File: config.mk
export PLATFORM = sky130hd
export DESIGN_NAME = tow_round_ctrl
export DESIGN_NICKNAME = d
export VERILOG_FILES = /design/src/rtl/tow_round_ctrl.sv
export SDC_FILE = /design/constraint.sdc
export NUM_CORES = 1
export LEC_CHECK = 0
export CAP_MARGIN = 20
export CELL_PAD_IN_SITES_DETAIL_PLACEMENT = 2
export CELL_PAD_IN_SITES_GLOBAL_PLACEMENT = 2
export CORE_ASPECT_RATIO = 0.6
export CORE_UTILIZATION = 38
export DETAILED_ROUTE_END_ITERATION = 8
export PLACE_DENSITY = 0.89
export SYNTH_ARGS = -nofsm -noshare
export SYNTH_HDL_FRONTEND = slang
export SYNTH_SLANG_ARGS = --single-unit
File: constraint.sdc
create_clock -name clk -period 2.22 [get_ports clk]
set_input_delay 0.222 -clock clk [delete_from_list [all_inputs] [get_ports clk]]
set_output_delay 0.222 -clock clk [all_outputs]
set_load 0.01 [all_outputs]
File: src/rtl/tow_round_ctrl.sv
// Tug-of-war round sequencer: random pre-light wait, go light, first-press
// arbitration with round-robin tie break, false-start penalty and per-round clear.
module tow_round_ctrl #(
    parameter int unsigned WAIT_MIN   = 4,
    parameter logic [7:0]  WAIT_MASK  = 8'h07,
    parameter int unsigned CLR_CYCLES = 2,
    parameter int unsigned GO_TIMEOUT = 16
) (
    input  logic clk,
    input  logic rst,
    input  logic start,
    input  logic pbl,
    input  logic pbr,
    input  logic win,
    output logic leds_on,
    output logic mvl,
    output logic mvr,
    output logic foul,
    output logic clr,
    output logic busy
);

    typedef enum logic [2:0] {
        S_IDLE,
        S_ARM,
        S_DELAY,
        S_GO,
        S_HIT,
        S_CLEAR,
        S_DONE
    } state_t;

    localparam logic [15:0] WAIT_MIN_W = 16'(WAIT_MIN);
    localparam logic [15:0] CLR_W      = 16'(CLR_CYCLES);
    localparam logic [15:0] GO_W       = 16'(GO_TIMEOUT);

    state_t      state;
    logic [15:0] cnt;
    logic [7:0]  lfsr;
    logic        prio;
    logic        lfsr_fb;
    logic [15:0] wait_load;

    // x^8 + x^6 + x^5 + x^4 + 1, shifted towards the MSB
    assign lfsr_fb   = lfsr[7] ^ lfsr[5] ^ lfsr[4] ^ lfsr[3];
    assign wait_load = WAIT_MIN_W + {8'h00, lfsr & WAIT_MASK};

    always_ff @(posedge clk or negedge rst) begin
        if (!rst) begin
            lfsr <= 8'hA5;
        end else begin
            lfsr <= {lfsr[6:0], lfsr_fb};
        end
    end

    always_ff @(posedge clk or negedge rst) begin
        if (!rst) begin
            state   <= S_IDLE;
            cnt     <= '0;
            prio    <= 1'b0;
            leds_on <= 1'b0;
            mvl     <= 1'b0;
            mvr     <= 1'b0;
            foul    <= 1'b0;
            clr     <= 1'b0;
            busy    <= 1'b0;
        end else begin
            // move/foul are single-cycle pulses by default
            mvl  <= 1'b0;
            mvr  <= 1'b0;
            foul <= 1'b0;
            case (state)
                S_IDLE, S_DONE: begin
                    if (start) begin
                        state <= S_ARM;
                        busy  <= 1'b1;
                    end
                end
                S_ARM: begin
                    if (!pbl && !pbr) begin
                        cnt   <= wait_load;
                        state <= S_DELAY;
                    end
                end
                S_DELAY: begin
                    cnt <= cnt - 16'd1;
                    if (pbl && pbr) begin
                        foul  <= 1'b1;
                        clr   <= 1'b1;
                        cnt   <= CLR_W;
                        state <= S_CLEAR;
                    end else if (pbl) begin
                        mvr   <= 1'b1;
                        foul  <= 1'b1;
                        state <= S_HIT;
                    end else if (pbr) begin
                        mvl   <= 1'b1;
                        foul  <= 1'b1;
                        state <= S_HIT;
                    end else if (cnt == 16'd1) begin
                        cnt     <= GO_W;
                        leds_on <= 1'b1;
                        state   <= S_GO;
                    end
                end
                S_GO: begin
                    cnt <= cnt - 16'd1;
                    if (pbl || pbr) begin
                        leds_on <= 1'b0;
                        state   <= S_HIT;
                        if (pbl && pbr) begin
                            // tie: prio side (0 = left) takes the move, then alternate
                            mvl  <= ~prio;
                            mvr  <= prio;
                            prio <= ~prio;
                        end else begin
                            mvl <= pbl;
                            mvr <= pbr;
                        end
                    end else if (cnt == 16'd1) begin
                        leds_on <= 1'b0;
                        clr     <= 1'b1;
                        cnt     <= CLR_W;
                        state   <= S_CLEAR;
                    end
                end
                S_HIT: begin
                    clr   <= 1'b1;
                    cnt   <= CLR_W;
                    state <= S_CLEAR;
                end
                S_CLEAR: begin
                    cnt <= cnt - 16'd1;
                    if (cnt == 16'd1) begin
                        clr <= 1'b0;
                        if (win) begin
                            state <= S_DONE;
                            busy  <= 1'b0;
                        end else begin
                            state <= S_ARM;
                        end
                    end
                end
                default: begin
                    state   <= S_IDLE;
                    leds_on <= 1'b0;
                    clr     <= 1'b0;
                    busy    <= 1'b0;
                end
            endcase
        end
    end

endmodule

Word-level counts from Yosys, hierarchy flattened
Index checks and enable logic that the tools add are counted.
- add/subtract/negate cells: 2
- equal/unequal tests: 20
- muxes and demuxes: 47
- bitwise operators: 7
- reductions and logical operators: 17
- operator list (cell ; count):
    two-way mux 16 bit ; 7
    one-hot mux 16 bit (5 select lines) ; 1
    two-way mux 3 bit ; 10
    two-way mux 1 bit ; 23
    inequality test 2 bit (second input constant) ; 11
    one-hot mux 3 bit (6 select lines) ; 1
    == test 16 x 1 -> 1 bit (second input constant) ; 1
    subtractor 16 x 1 -> 16 bit (second input constant) ; 1
    AND reduction 5 bit ; 2
    == test 3 bit (second input constant) ; 3
    == test 3 x 2 -> 1 bit (second input constant) ; 2
    one-hot mux 1 bit (3 select lines) ; 2
    AND reduction 6 bit ; 1
    inequality test 5 bit (second input constant) ; 1
    one-hot mux 1 bit (5 select lines) ; 1
    nonzero test 5 bit ; 1
    OR reduction 5 bit ; 1
    adder 3 x 3 -> 4 bit (first input constant) ; 1
    inverter 1 bit ; 4
    one-hot mux 1 bit (2 select lines) ; 2
    AND reduction 4 bit ; 1
    OR reduction 4 bit ; 1
    == test 3 x 1 -> 1 bit (second input constant) ; 1
    logical NOT 3 bit ; 1
    other kinds (9) ; 13
- bits in registers: 34
- output and inout bits: 6

Longest topological paths before layout
- word-level depth: 6
- gate-level depth with buffers: 8
- gate-level depth less buffers: 7

Worst setup path before layout
OpenSTA, ideal clock, no wires.
- path kind: register -> register
- from: reg cnt[1]
- to: reg cnt[6]
- data arrival time: 1.664 ns
- data required time: 2.096 ns
- slack: 0.432 ns
- stages on the path, launching flop included: 8
- period minus slack after synthesis: 1.788 ns
- cell sequence: dfrtp_1 > inv_1 > ha_1 > nor4b_1 > nand4_1 > a21oi_4 > a2111oi_0 > a211o_1
- word-level cells in the longest chain between the ends: 6
- elaborated cells between the ends (all ways): 9
- classes of those cells: add/sub: 1; eq/ne: 1; mux: 7
- RTL lines (element ; line ; RTL):
    start: declaration ; 38 ; logic [15:0] cnt;
    start signal: assignment ; 81 ; cnt <= wait_load;
    start signal: assignment ; 86 ; cnt <= cnt - 16'd1;
    start signal: assignment ; 107 ; cnt <= cnt - 16'd1;
    subtractor 16 x 1 -> 16 bit / == test 16 x 1 -> 1 bit (equally long branches) ; -- ;
    two-way mux 16 bit ; 100 ; end else if (cnt == 16'd1) begin
    two-way mux 16 bit ; 96 ; end else if (pbr) begin
    two-way mux 16 bit ; 92 ; end else if (pbl) begin
    two-way mux 16 bit ; 87 ; if (pbl && pbr) begin
    one-hot mux 16 bit (5 select lines) (*) ; 72 ; case (state)
Mark *: on every way between the ends. The rest lies on a longest branch, timed or not.
A chain may end at the register's enable or synchronous reset.

Worst setup path after layout
- from: reg cnt[0]
- to: reg cnt[0]
Same word-level chain as after synthesis.

==> results.toml <==
[layout]
drive_above_1_share_pct = 21.3
area_delta_synth_final_pct = 22.9
final_common_cell = "dfrtp_1"
nFillCells = 548
diodes = 0
final_nets = 267
final_cells = 320
largest_reg_flops = 16
layout_common_cells = "dfrtp_1 (29), buf_4 (22), a21oi_1 (20)"
top_regs = "cnt: 16 flops, lfsr: 8 flops, state: 3 flops"
top_register = "cnt"

[cts]
ctsLongestPathBuffers = 2
cts-root-buf = "clkbuf_8"
cts_tree = "yes"
clock_latency_ps = 300
htreeDepth = 2
clk_pin_slew_ps = 80
clock_sinks = 34
cts_buffers = 5

[setup_path]
worstPathMaxFanout = 8
crit_type = "reg -> reg"
critPathRequiredTime_ps = 2440
arrival_ps = 2420
worstSetupEndpointType = "register"
cp_cell_sequence = "ha_1, nor4b_2, buf_4, and4_1, a21bo_2, a211oi_1, a2bb2oi_1"
cp_num_buf_inv = 1
max_stage_delay_ps = 440
cp-start-kind = "register"
slowest_stage = "dfrtp_1"
cp_top_family = "compound AO/OA/AOI/OAI gates"

[drt]
top_layer = "met4"
routed_wl_um = 8310
wl_per_cell_um = 26.0
avgViaCountPerCell = 6.26
wl_met1_um = 3750
vias = 2002
routed-wl-met2_um = 3840
ant_nets = 0
drc = 0
met3_length_um = 483
drtPass1Iterations = 4
drt-initial-drc-count = 164

[timing]
tns_ps = 0
min_period_over_period_pct = 99.1
holdWs_ps = -3.64
hold_violations = 2
grt_setup_unrepaired = "true"
min_period_ps = 2200
clock.fmax_mhz = 454
worst_pin_slew_ps = 783
drv_slew = 0
skew_ps = 6.55
relSlewSlack_pct = 47.8
finalSetupViolCount = 0

[yosys]
syn_nets = 240
yosysSeqAreaShare_pct = 40.4
ys.warnings.count = 0
ys_types = 54
synth_area_mm2 = 0.00212
synth-main-ff-cell = "dfrtp_1"
synth_enable_flop_cells = 0
synth.area.top_cells = "dfrtp_1 (35%), dfstp_2 (5.0%), a21oi_1 (4.7%)"
ys_async_sr_fraction_pct = 100
postSynthCellCount = 226
syn_area_per_cell_um2 = 9.36
ys_ff_latch = 34
synth_top_area_share_pct = 35.5
yosysTopAreaCell = "dfrtp_1"

[power]
irDropWorstVdd_uv = 537
p_per_area_mw_per_mm2 = 1450
p_sw_mw = 1.74
power.static_leakage_nw = 1.11
clkPwrFrac_pct = 18.8
p_int_mw = 2.04
seq_power_share_pct = 27.6
switching_share_pct = 46.1
comb_power_share_pct = 53.6

[global_routing]
grt_max_degree = 35
grt_pass1_vias = 2242
grt_pass1_wl_um = 12900
antenna_found_initial = 0
gr-total-overflow = 0
grt_usage_pct = 30.2

[flow_run]
drv_cap = 0

[die]
core_mm2 = 0.00520
start_util_pct = 40.6
rows = 20
die_width_um = 98.3
die_y_um = 59.8
die-area_mm2 = 0.00588
io_pins = 12

[place]
place_inst = 310
io_buffers = 11
dp_hpwl_um = 5460
gp_congestion = 0.839

[outcome]
outcome = "finished, violations left"
violations = "negative hold slack"

[min_path]
hp-class = "in -> async"
synthesized netlist by cell type, drive strengths merged (3+ instances only):
cell type  number
o211ai          3
xor2            5
nand3           5
ha              8
nor4            6
o21ai          14
nor2b           3
xnor2           7
nand2          11
dfstp           4
mux2            3
a211o           3
inv            12
a221oi          4
dfrtp          30
buf             8
a211oi          4
a21o            3
nand4           3
a21oi          23
nand2b          5
clkbuf          7
nor2           14
nor3           16
metal layers:
layer  global-route usage (%)  vias up
met2                     51.8       67
met4                     11.7        0
met1                     38.1     1034
met5                        0        -
li1                         -      878
met3                     6.78       23
final cells by class:
type                    count  area [um^2]  area share [%]
clock inverters             3         68.8            2.65
inverters                  12         45.0            1.73
multi-input cells         165         1170            44.9
repair buffers             35          310            11.9
well taps                  66         82.6            3.18
flip-flops and latches     34          857            33.0
clock buffers               5         68.8            2.65
cells by family after synthesis:
logic type               synth area share [%]
AO/OA/AOI/OAI                            22.0
XOR/XNOR                                 4.97
adder cells (fa/ha/maj)                  4.73
multiplexers                             2.07
flip-flops                               40.4
buffers and inverters                    5.50
AND/OR/NAND/NOR                          20.3
final timing paths:
path,startpoint,to,slack [ps],cells after the start
max,cnt[0]$_DFFE_PN0P_,cnt[0]$_DFFE_PN0P_,20,7
min,rst,cnt[0]$_DFFE_PN0P_,-4,1
max reg2reg,cnt[0]$_DFFE_PN0P_,cnt[0]$_DFFE_PN0P_,20,7
min reg2reg,lfsr[6]$_DFF_PN0_,lfsr[7]$_DFF_PN1_,370,0
max in group asynchronous,rst,state[0]$_DFFE_PN0P_,1680,1
min in group clk,lfsr[6]$_DFF_PN0_,lfsr[7]$_DFF_PN1_,370,0
power groups by stage:
stage	clock network [mW]	registers (mW)	logic [mW]
after floorplan	0	0.904	1.18
after global placement	0	0.998	1.66
after detailed placement	0	1.02	1.80
after CTS	0.719	1.02	1.90
after global routing	0.739	1.06	2.15
final	0.711	1.04	2.03
stage by stage:
step / total power, mW / util, % / setup WS, ps / cell area (um^2)
floorplan: 2.08 / - / 432 / 2120
global placement: 2.66 / 46.1 / 9.61 / 2400
detailed placement: 2.82 / 46.1 / -117 / 2400
CTS: 3.64 / 48.8 / -3.77 / 2540
global route: 3.95 / 50.0 / -38.3 / 2600
finish: 3.78 / 50.0 / 19.2 / 2600
what timing repair did:
item / 4_1_cts / 5_1_grt
hold buffers: 0 / 0
pin swaps: 1 / 2
gates resized for setup: 2 / 4
hold endpoints to repair: 0 / 0
endpoints found under the setup margin: 6 / 20
buffers inserted: 0 / 2
(Power assumes the default switching activity.)
